$ cat config.mk
export PLATFORM = sky130hd
export DESIGN_NAME = sram_ctl_flat
export DESIGN_NICKNAME = d
export VERILOG_FILES = /design/src/rtl/sram_ctl_if.sv /design/src/rtl/sram_ctl.sv /design/src/flat_wrapper.sv
export SDC_FILE = /design/constraint.sdc
export NUM_CORES = 1
export LEC_CHECK = 0
export BUFFER_PORTS_ARGS = -buffer_cell sky130_fd_sc_hd__buf_2
export CORE_AREA = 2 2 428 430
export DETAILED_ROUTE_END_ITERATION = 6
export DIE_AREA = 0 0 430 432
export PLACE_DENSITY_LB_ADDON = 0.25
export SYNTH_ARGS = -nofsm -noshare
export SYNTH_HDL_FRONTEND = slang
export SYNTH_SLANG_ARGS = --single-unit
$ cat constraint.sdc
create_clock -name clk -period 7.2 [get_ports clk]
set_clock_uncertainty 0.1 [all_clocks]
set_input_delay 0.36 -clock clk [delete_from_list [all_inputs] [get_ports clk]]
set_output_delay 0.36 -clock clk [all_outputs]
set_load 0.03 [all_outputs]
$ cat src/rtl/sram_ctl_if.sv
`default_nettype none
// ------------------------------------------------------------------
// sram_ctl_if: command, write-data, read-return and array pins of sram_ctl.
// Rev 1.0
// ------------------------------------------------------------------
interface sram_ctl_if;
  logic         cmd_valid;
  logic         cmd_ready;
  logic         cmd_write;
  logic [22:0]  cmd_addr;
  logic [3:0]   cmd_len;
  logic         wdata_valid;
  logic         wdata_ready;
  logic [255:0] wdata;
  logic         rdata_valid;
  logic         rdata_ready;
  logic [255:0] rdata;
  logic         rdata_last;
  logic         done;
  logic         err;
  logic [22:0]  sram_address;
  logic         sram_write_en;
  logic [255:0] sram_data_in;
  logic [255:0] sram_data_out;

  modport master (
    output cmd_valid, cmd_write, cmd_addr, cmd_len, wdata_valid, wdata,
           rdata_ready, sram_data_out,
    input  cmd_ready, wdata_ready, rdata_valid, rdata, rdata_last, done, err,
           sram_address, sram_write_en, sram_data_in
  );

  modport slave (
    input  cmd_valid, cmd_write, cmd_addr, cmd_len, wdata_valid, wdata,
           rdata_ready, sram_data_out,
    output cmd_ready, wdata_ready, rdata_valid, rdata, rdata_last, done, err,
           sram_address, sram_write_en, sram_data_in
  );
endinterface
`default_nettype wire

$ cat src/rtl/sram_ctl.sv
`default_nettype none
// ------------------------------------------------------------------
// sram_ctl: 1-16 word burst controller with read-return FIFO; optional
// bounds check via SRAM_CTL_BOUNDS_CHECK_EN.  Rev 1.0
// ------------------------------------------------------------------
module sram_ctl #(
  parameter int ROWS       = 1024,
  parameter int FIFO_DEPTH = 4
) (
  input  logic      clk,
  input  logic      rst,
  sram_ctl_if.slave bus
);
  localparam int c_PTR_W = $clog2(FIFO_DEPTH);
  localparam int c_CNT_W = c_PTR_W + 1;

  localparam logic [1:0] c_IDLE  = 2'd0;
  localparam logic [1:0] c_WRITE = 2'd1;
  localparam logic [1:0] c_READ  = 2'd2;
`ifdef SRAM_CTL_BOUNDS_CHECK_EN
  localparam logic [1:0]  c_REJECT = 2'd3;
  localparam logic [23:0] c_LIMIT  = 24'(ROWS * 32);
`endif

  logic [1:0]            r_state;
  logic [1:0]            w_next;
  logic [22:0]           r_cur_addr;
  logic [4:0]            r_beats;
  logic                  r_pend;
  logic                  r_pend_last;
  logic                  r_done;
  logic [255:0]          r_fifo_data [FIFO_DEPTH];
  logic [FIFO_DEPTH-1:0] r_fifo_last;
  logic [c_PTR_W-1:0]    r_wr_ptr;
  logic [c_PTR_W-1:0]    r_rd_ptr;
  logic [c_CNT_W-1:0]    r_count;

  logic w_accept;
  logic w_wr_beat;
  logic w_issue;
  logic w_nonempty;
  logic w_pop;
  logic w_last_pop;

  assign w_accept   = (r_state == c_IDLE) && bus.cmd_valid;
  assign w_wr_beat  = (r_state == c_WRITE) && bus.wdata_valid;
  assign w_nonempty = (r_count != '0);
  assign w_pop      = w_nonempty && bus.rdata_ready;
  assign w_last_pop = w_pop && r_fifo_last[r_rd_ptr];
  // The in-flight beat (r_pend) already owns a FIFO slot, so overflow is impossible.
  assign w_issue    = (r_state == c_READ) && (r_beats != 5'd0) &&
                      ((int'(r_count) + int'(r_pend)) < FIFO_DEPTH);

`ifdef SRAM_CTL_BOUNDS_CHECK_EN
  logic w_out_of_range;
  logic r_err;
  assign w_out_of_range = (({1'b0, bus.cmd_addr} + {20'd0, bus.cmd_len}) >= c_LIMIT);
`endif

  always_ff @(posedge clk or posedge rst) begin
    if (rst) begin
      r_state <= c_IDLE;
    end else begin
      r_state <= w_next;
    end
  end

  always_comb begin
    w_next = r_state;
    case (r_state)
      c_IDLE: begin
        if (bus.cmd_valid) begin
          w_next = bus.cmd_write ? c_WRITE : c_READ;
`ifdef SRAM_CTL_BOUNDS_CHECK_EN
          if (w_out_of_range) w_next = c_REJECT;
`endif
        end
      end
      c_WRITE: begin
        if (w_wr_beat && (r_beats == 5'd1)) w_next = c_IDLE;
      end
      c_READ: begin
        if (w_last_pop) w_next = c_IDLE;
      end
`ifdef SRAM_CTL_BOUNDS_CHECK_EN
      c_REJECT: w_next = c_IDLE;
`endif
      default: w_next = c_IDLE;
    endcase
  end

  always_comb begin
    bus.cmd_ready     = (r_state == c_IDLE);
    bus.wdata_ready   = (r_state == c_WRITE);
    bus.sram_write_en = w_wr_beat;
    bus.sram_data_in  = (r_state == c_WRITE) ? bus.wdata : '0;
    bus.sram_address  = r_cur_addr;
    bus.rdata_valid   = w_nonempty;
    bus.rdata         = w_nonempty ? r_fifo_data[r_rd_ptr] : '0;
    bus.rdata_last    = w_nonempty && r_fifo_last[r_rd_ptr];
    bus.done          = r_done;
`ifdef SRAM_CTL_BOUNDS_CHECK_EN
    bus.err           = r_err;
`else
    bus.err           = 1'b0;
`endif
  end

  always_ff @(posedge clk or posedge rst) begin
    if (rst) begin
      r_cur_addr  <= '0;
      r_beats     <= '0;
      r_pend      <= 1'b0;
      r_pend_last <= 1'b0;
      r_done      <= 1'b0;
      r_wr_ptr    <= '0;
      r_rd_ptr    <= '0;
      r_count     <= '0;
    end else begin
      r_done <= (r_state != c_IDLE) && (w_next == c_IDLE);
      if (w_accept) begin
        r_cur_addr <= bus.cmd_addr;
        r_beats    <= {1'b0, bus.cmd_len} + 5'd1;
      end else if (w_wr_beat || w_issue) begin
        r_cur_addr <= r_cur_addr + 23'd1;
        r_beats    <= r_beats - 5'd1;
      end
      r_pend      <= w_issue;
      r_pend_last <= w_issue && (r_beats == 5'd1);
      if (r_pend) r_wr_ptr <= r_wr_ptr + c_PTR_W'(1);
      if (w_pop)  r_rd_ptr <= r_rd_ptr + c_PTR_W'(1);
      case ({r_pend, w_pop})
        2'b10:   r_count <= r_count + c_CNT_W'(1);
        2'b01:   r_count <= r_count - c_CNT_W'(1);
        default: r_count <= r_count;
      endcase
    end
  end

`ifdef SRAM_CTL_BOUNDS_CHECK_EN
  always_ff @(posedge clk or posedge rst) begin
    if (rst) begin
      r_err <= 1'b0;
    end else begin
      r_err <= (r_state == c_REJECT);
    end
  end
`endif

  always_ff @(posedge clk) begin
    if (r_pend) begin
      r_fifo_data[r_wr_ptr] <= bus.sram_data_out;
      r_fifo_last[r_wr_ptr] <= r_pend_last;
    end
  end
endmodule
`default_nettype wire

$ cat src/flat_wrapper.sv
// flat-port wrapper written by rule: the top's interface ports become plain ports
module sram_ctl_flat 
#(
  parameter int ROWS       = 1024,
  parameter int FIFO_DEPTH = 4
)
  (clk, rst, bus_cmd_valid, bus_cmd_write, bus_cmd_addr, bus_cmd_len, bus_wdata_valid, bus_wdata, bus_rdata_ready, bus_sram_data_out, bus_cmd_ready, bus_wdata_ready, bus_rdata_valid, bus_rdata, bus_rdata_last, bus_done, bus_err, bus_sram_address, bus_sram_write_en, bus_sram_data_in);
  sram_ctl_if bus_i ();
  input  logic clk;
  input  logic rst;
  input wire logic [$bits(bus_i.cmd_valid)-1:0] bus_cmd_valid;
  input wire logic [$bits(bus_i.cmd_write)-1:0] bus_cmd_write;
  input wire logic [$bits(bus_i.cmd_addr)-1:0] bus_cmd_addr;
  input wire logic [$bits(bus_i.cmd_len)-1:0] bus_cmd_len;
  input wire logic [$bits(bus_i.wdata_valid)-1:0] bus_wdata_valid;
  input wire logic [$bits(bus_i.wdata)-1:0] bus_wdata;
  input wire logic [$bits(bus_i.rdata_ready)-1:0] bus_rdata_ready;
  input wire logic [$bits(bus_i.sram_data_out)-1:0] bus_sram_data_out;
  output wire logic [$bits(bus_i.cmd_ready)-1:0] bus_cmd_ready;
  output wire logic [$bits(bus_i.wdata_ready)-1:0] bus_wdata_ready;
  output wire logic [$bits(bus_i.rdata_valid)-1:0] bus_rdata_valid;
  output wire logic [$bits(bus_i.rdata)-1:0] bus_rdata;
  output wire logic [$bits(bus_i.rdata_last)-1:0] bus_rdata_last;
  output wire logic [$bits(bus_i.done)-1:0] bus_done;
  output wire logic [$bits(bus_i.err)-1:0] bus_err;
  output wire logic [$bits(bus_i.sram_address)-1:0] bus_sram_address;
  output wire logic [$bits(bus_i.sram_write_en)-1:0] bus_sram_write_en;
  output wire logic [$bits(bus_i.sram_data_in)-1:0] bus_sram_data_in;
  assign bus_i.cmd_valid = bus_cmd_valid;
  assign bus_i.cmd_write = bus_cmd_write;
  assign bus_i.cmd_addr = bus_cmd_addr;
  assign bus_i.cmd_len = bus_cmd_len;
  assign bus_i.wdata_valid = bus_wdata_valid;
  assign bus_i.wdata = bus_wdata;
  assign bus_i.rdata_ready = bus_rdata_ready;
  assign bus_i.sram_data_out = bus_sram_data_out;
  assign bus_cmd_ready = bus_i.cmd_ready;
  assign bus_wdata_ready = bus_i.wdata_ready;
  assign bus_rdata_valid = bus_i.rdata_valid;
  assign bus_rdata = bus_i.rdata;
  assign bus_rdata_last = bus_i.rdata_last;
  assign bus_done = bus_i.done;
  assign bus_err = bus_i.err;
  assign bus_sram_address = bus_i.sram_address;
  assign bus_sram_write_en = bus_i.sram_write_en;
  assign bus_sram_data_in = bus_i.sram_data_in;
  sram_ctl #(.ROWS(ROWS), .FIFO_DEPTH(FIFO_DEPTH)) u_core (.clk(clk), .rst(rst), .bus(bus_i));
endmodule
Yosys cells after proc, flatten, opt, wreduce, memory -nomap -nowiden --
Memory sizes are Yosys's and may differ from the RTL's. Cells that the tools add are included.
Word-level totals: bits in registers 44, RAM bits 1024, input port bits 545, output and inout bits 542, logic and storage cells 66, memories 1
Memories:
- u_core.r_fifo_data | words 4, bits a word 256, read ports 1, clocked after Yosys merged registers in 0, write ports 1, RTL line sram_ctl.sv:32 | logic [255:0] r_fifo_data [FIFO_DEPTH];
Cells by class: add/sub/neg operators 8, order comparisons 4, eq/ne operators 5, mux-type cells 19, reductions and logical operators 19
Operators by type and width (count):
- two-way mux 256 bit | 2
- two-way mux 23 bit | 2
- < comparator 32 x 4 -> 1 bit (second input constant) | 1
- adder 23 x 1 -> 23 bit (second input constant) | 1
- logical AND 1 bit | 11
- two-way mux 5 bit | 2
- two-way mux 2 bit | 4
- < comparator 2 x 3 -> 1 bit (second input constant) | 2
- case mux 2 bit (3 select lines) | 1
- case mux 3 bit (2 select lines) | 1
- nonzero test 2 bit | 3
- adder 4 x 1 -> 5 bit (second input constant) | 1
- equality test 5 x 1 -> 1 bit (second input constant) | 1
- nonzero test 5 bit | 1
- subtractor 5 x 1 -> 5 bit (second input constant) | 1
- adder 2 x 1 -> 2 bit (second input constant) | 2
- adder 3 x 1 -> 4 bit | 1
- bitwise mux 4 bit | 1
- equality test 2 x 1 -> 1 bit (second input constant) | 2
- equality test 2 bit (second input constant) | 2
- zero test 2 bit | 2
- two-way mux 1 bit | 4
- adder 3 x 1 -> 3 bit (second input constant) | 1
- nonzero test 3 bit | 1
- other kinds (5) | 5

Longest topological paths before layout --
Gate-level depths: netlist of the first run.
depth in word-level cells 7, depth in mapped cells 10, depth with buffers taken out 8

Worst setup path before layout of the first run --
OpenSTA, ideal clock, no wires.
kind register to register, start reg u_core.r_wr_ptr[0], end mem u_core.r_fifo_data[0][0] (enable), setup time 0.649 ns, data arrival time 6.446 ns, setup slack 0.005 ns, cell stages (with the launch flop) 4, period minus slack after synthesis 7.195 ns, cells stage by stage dfrtp_1 inv_1 ha_1 and2_1
RTL lines:
- from (decl) | RTL line sram_ctl.sv:34 | logic [c_PTR_W-1:0] r_wr_ptr;
- from (signal assigned) | RTL line sram_ctl.sv:130 | if (r_pend) r_wr_ptr <= r_wr_ptr + c_PTR_W'(1);
- to (decl) | RTL line sram_ctl.sv:32
Straight into the memory's write port.

Final worst setup path of the first run --
start reg u_core.r_state[0], end out bus_sram_data_in[107]
Between the ends: longest elaborated chain between the ends 2
RTL lines:
- from (decl) | RTL line sram_ctl.sv:25 | logic [1:0] r_state;
- from (signal assigned) | RTL line sram_ctl.sv:62 | r_state <= c_IDLE;
- from (signal assigned) | RTL line sram_ctl.sv:64 | r_state <= w_next;
- equality test 2 x 1 -> 1 bit | RTL line sram_ctl.sv:96 | bus.sram_data_in = (r_state == c_WRITE) ? bus.wdata : '0;
- two-way mux 256 bit | RTL line sram_ctl.sv:96
- to (decl) | RTL line flat_wrapper.sv:28 | output wire logic [$bits(bus_i.sram_data_in)-1:0] bus_sram_data_in;
Every way passes these cells.

==> results of run 1 <==
-- Yosys cell counts --
cell type,number,area (sq um)
edfxtp_1,1028,30900
buf_4,1,7.51
inv_1,10,37.5
conb_1,1,3.75
nor3b_2,1,12.5
a31oi_1,3,18.8
mux2i_1,2,20.0
and3b_1,1,8.76
and4_4,2,22.5
clkbuf_1,90,338
a41oi_1,1,8.76
nor3b_1,2,15.0
or4_4,1,11.3
or4b_1,1,10.0
buf_1,8,30.0
nor4b_1,3,26.3
nand2_4,1,11.3
or3_1,2,12.5
xor2_1,6,52.6
fa_1,1,20.0
and3_1,3,18.8
a21oi_1,18,90.1
nand2_1,23,86.3
clkbuf_2,1,5.00
xnor2_1,27,236
a22o_1,1,8.76
a211oi_1,1,7.51
nand3_1,9,45.0
ha_1,10,125
dfrtp_1,40,1000
nor3_1,9,45.0
and4_1,1,8.76
nand4_1,3,18.8
o21ai_0,12,60.1
buf_2,28,140
nor4_1,7,43.8
mux4_2,257,5790
nor2_1,25,93.8
nor2b_1,2,12.5
and2_1,520,3250
-- flip-flops by register name (all words and copies together) (netlist names) --
signal,flops
u_core.r_wr_ptr,2
u_core.r_rd_ptr,2
u_core.r_pend_last,1
u_core.r_fifo_data,1024
u_core.bus.sram_address,23
u_core.r_count,3
u_core.r_beats,5
u_core.r_fifo_last,4
u_core.r_state,2
u_core.r_pend,1
u_core.bus.done,1
-- worst max-delay path by stage --
stage	startpoint	end	slack (ps)	cells past startpoint
4_1_cts	u_core.r_rd_ptr[0]	bus_rdata[122]	3010	4
6_report	u_core.r_state[0]	bus_sram_data_in[107]	2960	6
2_1_floorplan	u_core.r_wr_ptr[0]	u_core.r_fifo_data[0][0]	5	3
3_5_place_dp	u_core.r_rd_ptr[0]	bus_rdata[122]	3890	4
5_1_grt	u_core.r_state[0]	bus_sram_data_in[107]	2820	6
3_3_place_gp	u_core.r_rd_ptr[0]	bus_rdata[218]	3880	4
-- power groups by stage --
| stage | combinational (W) | clock [W] | sequential [W] |
|---|---|---|---|
| 6_report | 0.0108 | 0.00577 | 0.00765 |
| 5_1_grt | 0.0113 | 0.00616 | 0.00769 |
| 3_5_place_dp | 0.0107 | 0 | 0.00778 |
| 4_1_cts | 0.0109 | 0.00594 | 0.00765 |
| 3_3_place_gp | 0.0107 | 0 | 0.00777 |
| 2_1_floorplan | 0.00671 | 0 | 0.00781 |
-- metal layers --
layer | GRT usage | share of wire | vias to the layer above
met1 | 0.202 | 0.29 | 14438
met3 | 0.0783 | 0.070 | 459
met4 | 0.247 | 0.11 | 34
met2 | 0.409 | 0.53 | 1164
li1 | - | - | 11979
met5 | 0.00390 | 0.0015 | -
-- cell families (layout without fill, tap and decap cells) --
group / count (synthesis) / in the layout / synth area share
simple gates: 616 / 616 / 0.0881
fa+ha+maj: 11 / 11 / 0.00341
other cells: 1 / 671 / 0.0000880
compound gates: 36 / 36 / 0.00455
mux: 259 / 259 / 0.136
xor+xnor: 33 / 33 / 0.00678
flops: 1068 / 1068 / 0.748
buf+inv: 138 / 1629 / 0.0131
-- area by class of cell --
type                       count  area, sq um  area share
antenna                      670         1680      0.0284
clock buffer                 148         3020      0.0511
clock inverter                67          633      0.0107
inverter                      10         37.5    0.000635
multi-input combinational    956        10200       0.173
sequential                  1068        31900       0.539
tap                         2385         2980      0.0505
timing repair buffer        1404         8680       0.147
-- placed cells by master, fill, tap and decap left out, drive strengths merged, types with 12 or more instances in the layout --
| master | instances |
|---|---|
| edfxtp | 1028 |
| clkbuf | 148 |
| a21oi | 18 |
| and2 | 520 |
| nor2 | 25 |
| xnor2 | 27 |
| o21ai | 12 |
| dlygate4sd3 | 291 |
| inv | 15 |
| mux4 | 257 |
| dfrtp | 40 |
| diode | 670 |
| clkinv | 53 |
| buf | 1113 |
| nand2 | 24 |
-- through the flow --
step,instance area [sq um],hold WS [ps],worst slack (ps)
global route,58900,206,2820
finish,59100,265,2960
CTS,57500,160,3010
global placement,50900,394,3880
floorplan,42600,345,5.10
detailed placement,50900,404,3890
-- worst reg2reg max path: cells and delay by family, from the launching register on --
family | cells | cell delay [ps]
buffers and inverters | 2 | 540
adders and majority gates | 2 | 580
xor gates and xnor gates | 2 | 300
DFF | 1 | 400
and+or+nand+nor | 3 | 980
-- repair_timing --
item                                     CTS  global route
endpoints found under the setup margin     0             0
hold buffers                             291             0
hold endpoints to repair                1097             0
==> impl_metrics.py, run 1 <==
metrics = {
    "finish": {
        "area_growth_pct": 38.7,
        "drive_above_1_share": 0.424,
        "fin_util": 0.325,
        "layoutNonFillerInstCount": 6708,
        "final_nets": 4112,
        "fillers": 18105,
    },
    "synth": {
        "synth_nets": 2718,
        "ys_ff_latch": 1068,
        "yosysSeqAreaShare": 0.748,
        "synth.avg_cell_area_sq_um": 19.7,
        "synth_area_sq_um": 42600,
        "ys_types": 40,
        "netlist_instances": 2162,
        "yosys_warnings": 0,
    },
    "routing": {
        "wirelength_microns": 221000,
        "dr.first_iter.drc_count": 1968,
        "drtAntennaViolNets": 0,
        "drt_first_pass_iters": 6,
        "vias_per_cell": 4.19,
        "drc": 0,
        "num_vias": 28074,
        "routedWlPerCell_microns": 32.9,
    },
    "sta": {
        "rsz0062_at_grt": "no",
        "fin_crit_ps": 4240,
        "worstMarginPinSlew_ps": 1240,
        "fin_crit_sh": 0.589,
        "fmax_mhz": 236,
        "maxSlewHeadroom": 0.172,
        "hold_violations": 0,
        "maxSlewViolCount": 0,
        "setup_viol": 0,
        "finalSetupTns_ps": 0,
    },
    "hold_path": {
        "hold_end": "u_core.r_fifo_data[2][29]",
        "hold_class": "primary input to flop",
        "hp-start": "bus_sram_data_out[29]",
        "min_path_cells": 2,
    },
    "critical_path": {
        "crit_top_cell": "buf_4",
        "crit_buf_inv": 4,
        "crit_family": "buffers and inverters",
        "worstSetupPathType": "flop to primary output",
        "crit_arrival_ps": 3780,
        "worstPathCellList": "inv_1, nor2_4, buf_4, buf_4, and2_1, buf_2",
        "required_ps": 6740,
        "r2r_start": "u_core.r_count[0]",
        "cp_slowest_cell": "and2_1",
        "critical_path_peak_fanout": 88,
        "reg2reg_to": "u_core.r_count[2]",
        "r2r_slack_ps": 4230,
        "critPathCaptureType": "primary output",
        "slowest_delay_ps": 790,
        "start_kind": "flop",
        "reg2reg_depth": 9,
    },
    "global_route": {
        "grt_use_total": 0.234,
        "grt_pass1_wl_microns": 281000,
        "gr-total-overflow": 0,
        "grt_max_degree": 144,
        "grt_pass1_vias": 27319,
        "antenna_found_initial": 147,
    },
    "floorplan": {
        "boundaryPins": 1087,
        "coreArea_sq_um": 182000,
        "die_width_microns": 430,
        "rows": 157,
        "die_area_sq_um": 186000,
        "floorplan.initialDensity": 0.235,
        "die_y_microns": 432,
    },
    "power_and_ir_drop": {
        "p_switching_w": 0.0102,
        "p_int_w": 0.0140,
        "p_clk_frac": 0.238,
        "p_seq_frac": 0.316,
        "fin_total_pwr_w": 0.0242,
        "power_density_nw_per_um2": 410,
        "swShare": 0.422,
        "combinationalPowerShare": 0.446,
        "p_leak_nw": 21.0,
        "max-vdd-ir-drop_uv": 321,
    },
    "placement": {
        "gp_congestion": 1.06,
        "io_buffers": 1085,
        "dp_hpwl_microns": 164000,
        "dp_cells": 5532,
    },
    "clock_network": {
        "cts_num_sinks": 1068,
        "cts_root_buf": "clkbuf_16",
        "clockBufferDepth": 3,
        "clk_pin_slew_worst_paths_ps": 60,
        "post_cts_resized": 0,
        "clock_latency_ps": 750,
        "cts_setup_buffers": 0,
        "htree_levels": 3,
        "numCtsBuffers": 116,
        "cts_tree": "yes",
    },
    "run_status": {
        "status": "complete, no violations",
    },
    "job": {
        "maxCapViolations": 0,
    },
}
No activity file was read; power rests on OpenSTA's default activity.
==> inputs of run 2 (changes only) <==
Settings changed: ABC_AREA set to 1, CORE_AREA 2 2 428 430 to 2 2 425 427, DIE_AREA 0 0 430 432 to 0 0 427 429.
Clock period 7.2 ns to 4.3 ns, I/O delays scaled along.
==> run 2 against run 1 <==
Compared with the run above: global-route usage is 3.8 points lower; count of clock-buffer cells in the layout is 2 higher; utilization is 0.59 points higher; die area is 1.4% lower; cell count is 16% higher; non-clock buffer count is 25 higher; critical path type unchanged; largest power group unchanged.
==> impl_metrics.py, run 2 <==
metrics = {
    "critical_path": {
        "required_ps": 3980,
        "start_kind": "flop",
        "r2r_slack_ps": 1210,
        "critical_path_peak_fanout": 174,
        "reg2reg_depth": 10,
        "r2r_start": "u_core.r_state[0]",
        "reg2reg_to": "u_core.bus.sram_address[4]",
        "worstSetupPathType": "flop to primary output",
        "critPathCaptureType": "primary output",
        "crit_arrival_ps": 3500,
    },
    "clock_network": {
        "cts_setup_buffers": 0,
        "cts_num_sinks": 1068,
        "cts_tree": "yes",
        "clock_latency_ps": 770,
        "clk_pin_slew_worst_paths_ps": 60,
        "clockBufferDepth": 3,
        "cts_root_buf": "clkbuf_16",
        "numCtsBuffers": 117,
        "htree_levels": 3,
    },
    "sta": {
        "finalSetupTns_ps": 0,
        "worstMarginPinSlew_ps": 1070,
        "worst_slack_ps": 484,
        "hold_violations": 0,
        "fmax_mhz": 262,
        "rsz0062_at_grt": "no",
        "setup_viol": 0,
        "maxSlewHeadroom": 0.289,
        "holdWs_ps": 110,
        "maxSlewViolCount": 0,
        "fin_crit_sh": 0.887,
        "fin_crit_ps": 3820,
    },
    "floorplan": {
        "coreArea_sq_um": 178000,
        "rows": 155,
        "die_width_microns": 427,
        "boundaryPins": 1087,
        "floorplan.initialDensity": 0.250,
        "die_area_sq_um": 183000,
        "die_y_microns": 429,
    },
    "synth": {
        "synth_common_cells": "1328 x nor2_1, 1028 x edfxtp_1, 462 x o21ai_0, 302 x inv_1, 270 x a21oi_1",
        "yosysSeqAreaShare": 0.717,
        "synth-edff-count": 1028,
        "synth_area_sq_um": 44400,
        "yosys_most_used_dff": "edfxtp_1",
        "yosys_warnings": 0,
        "async_flop_share": 0.0375,
        "yosysMostFrequentCell": "nor2_1",
        "netlist_instances": 3979,
        "synth_nets": 4535,
        "ys_ff_latch": 1068,
        "ys_types": 36,
        "synth_area_leaders": "edfxtp_1 69%, nor2_1 11%, o21ai_0 5.2%",
        "synth.avg_cell_area_sq_um": 11.2,
        "synth_top_area_share": 0.695,
        "synth_area_leader_cell": "edfxtp_1",
    },
    "routing": {
        "wl_met1_microns": 66100,
        "wirelength_microns": 188000,
        "drtAntennaViolNets": 0,
        "met3WireLength_microns": 10500,
        "drc": 0,
        "drt_first_pass_iters": 7,
        "route.met2.wl_microns": 99500,
        "vias_per_cell": 4.46,
        "dr.first_iter.drc_count": 2023,
        "num_vias": 34625,
        "top_layer": "met5",
        "routedWlPerCell_microns": 24.2,
    },
    "hold_path": {
        "hold_class": "primary input to flop",
        "hold_end": "u_core.r_fifo_data[2][173]",
        "min_path_cells": 2,
        "hp-start": "bus_sram_data_out[173]",
    },
    "placement": {
        "io_buffers": 1085,
        "gp_congestion": 0.931,
        "dp_hpwl_microns": 130000,
        "dpl_worst_slack_ps": 1440,
    },
    "power_and_ir_drop": {
        "combinationalPowerShare": 0.488,
        "p_switching_w": 0.0206,
        "max-vdd-ir-drop_uv": 500,
        "power_density_nw_per_um2": 736,
        "p_clk_frac": 0.220,
        "p_leak_nw": 23.3,
        "p_seq_frac": 0.293,
        "p_int_w": 0.0228,
        "swShare": 0.475,
        "fin_total_pwr_w": 0.0434,
    },
    "global_route": {
        "antenna_found_initial": 79,
        "grt_pass1_vias": 34058,
        "grt_pass1_wl_microns": 257000,
        "grt_use_total": 0.197,
        "grt_max_degree": 175,
        "gr-total-overflow": 0,
    },
    "finish": {
        "final_nets": 5842,
        "largest_reg_flops": 1024,
        "final_common_cell": "nor2_1",
        "final_cell_mix": "1328 x nor2_1, 1085 x buf_2, 1028 x edfxtp_1",
        "area_growth_pct": 32.7,
        "regMostFlops": "u_core.r_fifo_data",
        "fin_util": 0.331,
        "drive_above_1_share": 0.247,
    },
    "run_status": {
        "status": "complete, no violations",
    },
    "job": {
        "maxCapViolations": 0,
    },
}
run 2: changes by cell type after synthesis, sizes merged, moves of 10 or more:
cell   previous run  this run
a21oi            18       270
nor2             25      1331
inv              10       306
or2               0        10
o21ai            12       541
nand3             9        51
mux4            257         0
xnor2            27         2
nand2            24       116
and2            520         1
buf              37       153
run 2: timing repair:
item,in CTS,in global routing
hold endpoints to repair,1097,0
resized for setup,0,0
hold buffers,293,0
run 2: power groups by stage:
stage          clock [W]  combinational, W  sequential, W
3_3_place_gp           0            0.0210         0.0129
3_5_place_dp           0            0.0210         0.0129
5_1_grt           0.0102            0.0226         0.0128
4_1_cts          0.00982            0.0213         0.0127
6_report         0.00953            0.0212         0.0127
2_1_floorplan          0            0.0134         0.0131
run 2: layout make-up:
cell class | count | area (sq um)
clock inverters | 62 | 499
diodes | 23 | 57.6
repair buffers | 1429 | 9100
well taps | 2355 | 2950
fillers | 18254 | 119000
multi-input cells | 2363 | 10300
clock buffers | 150 | 3070
inverters | 307 | 1190
flip-flops and latches | 1068 | 31900
run 2: kinds of logic after synthesis:
logic type	share of synthesized area
buffers and inverters	0.0528
adders and majority gates	0.00327
and+or+nand+nor	0.132
other	0.0000844
AOI/OAI and AO/OA	0.0928
DFF	0.717
xor gates and xnor gates	0.00217
run 2: per-layer routing:
metal,global-route usage,up-vias
li1,-,16120
met1,0.201,16968
met2,0.364,1113
met3,0.0426,416
met4,0.117,8
met5,0,-
run 2: stage by stage:
step / instance area [sq um] / instances
final: 59000 / 7757
after CTS: 58900 / 7734
after global routing: 59000 / 7745
after floorplan: 44500 / 3979
after detailed placement: 52400 / 7229
after global placement: 52400 / 7229
run 2: worst max-delay path by stage:
stage,start,end,slack [ps],cells after the start
6_report,u_core.r_state[0],bus_sram_data_in[123],480,6
3_3_place_gp,u_core.r_state[0],bus_sram_data_in[99],1450,6
2_1_floorplan,u_core.r_wr_ptr[0],u_core.r_fifo_data[0][0],-720,4
4_1_cts,u_core.r_state[0],bus_sram_data_in[99],560,6
3_5_place_dp,u_core.r_state[0],bus_sram_data_in[99],1440,6
5_1_grt,u_core.r_state[0],bus_sram_data_in[123],370,6
run 2: critical path: stages (launching register included):
cell and delay, ps:
dfrtp_1 450, inv_2 60, nor2_2 390, inv_8 340
buf_4 500, nor2_1 480, buf_2 300
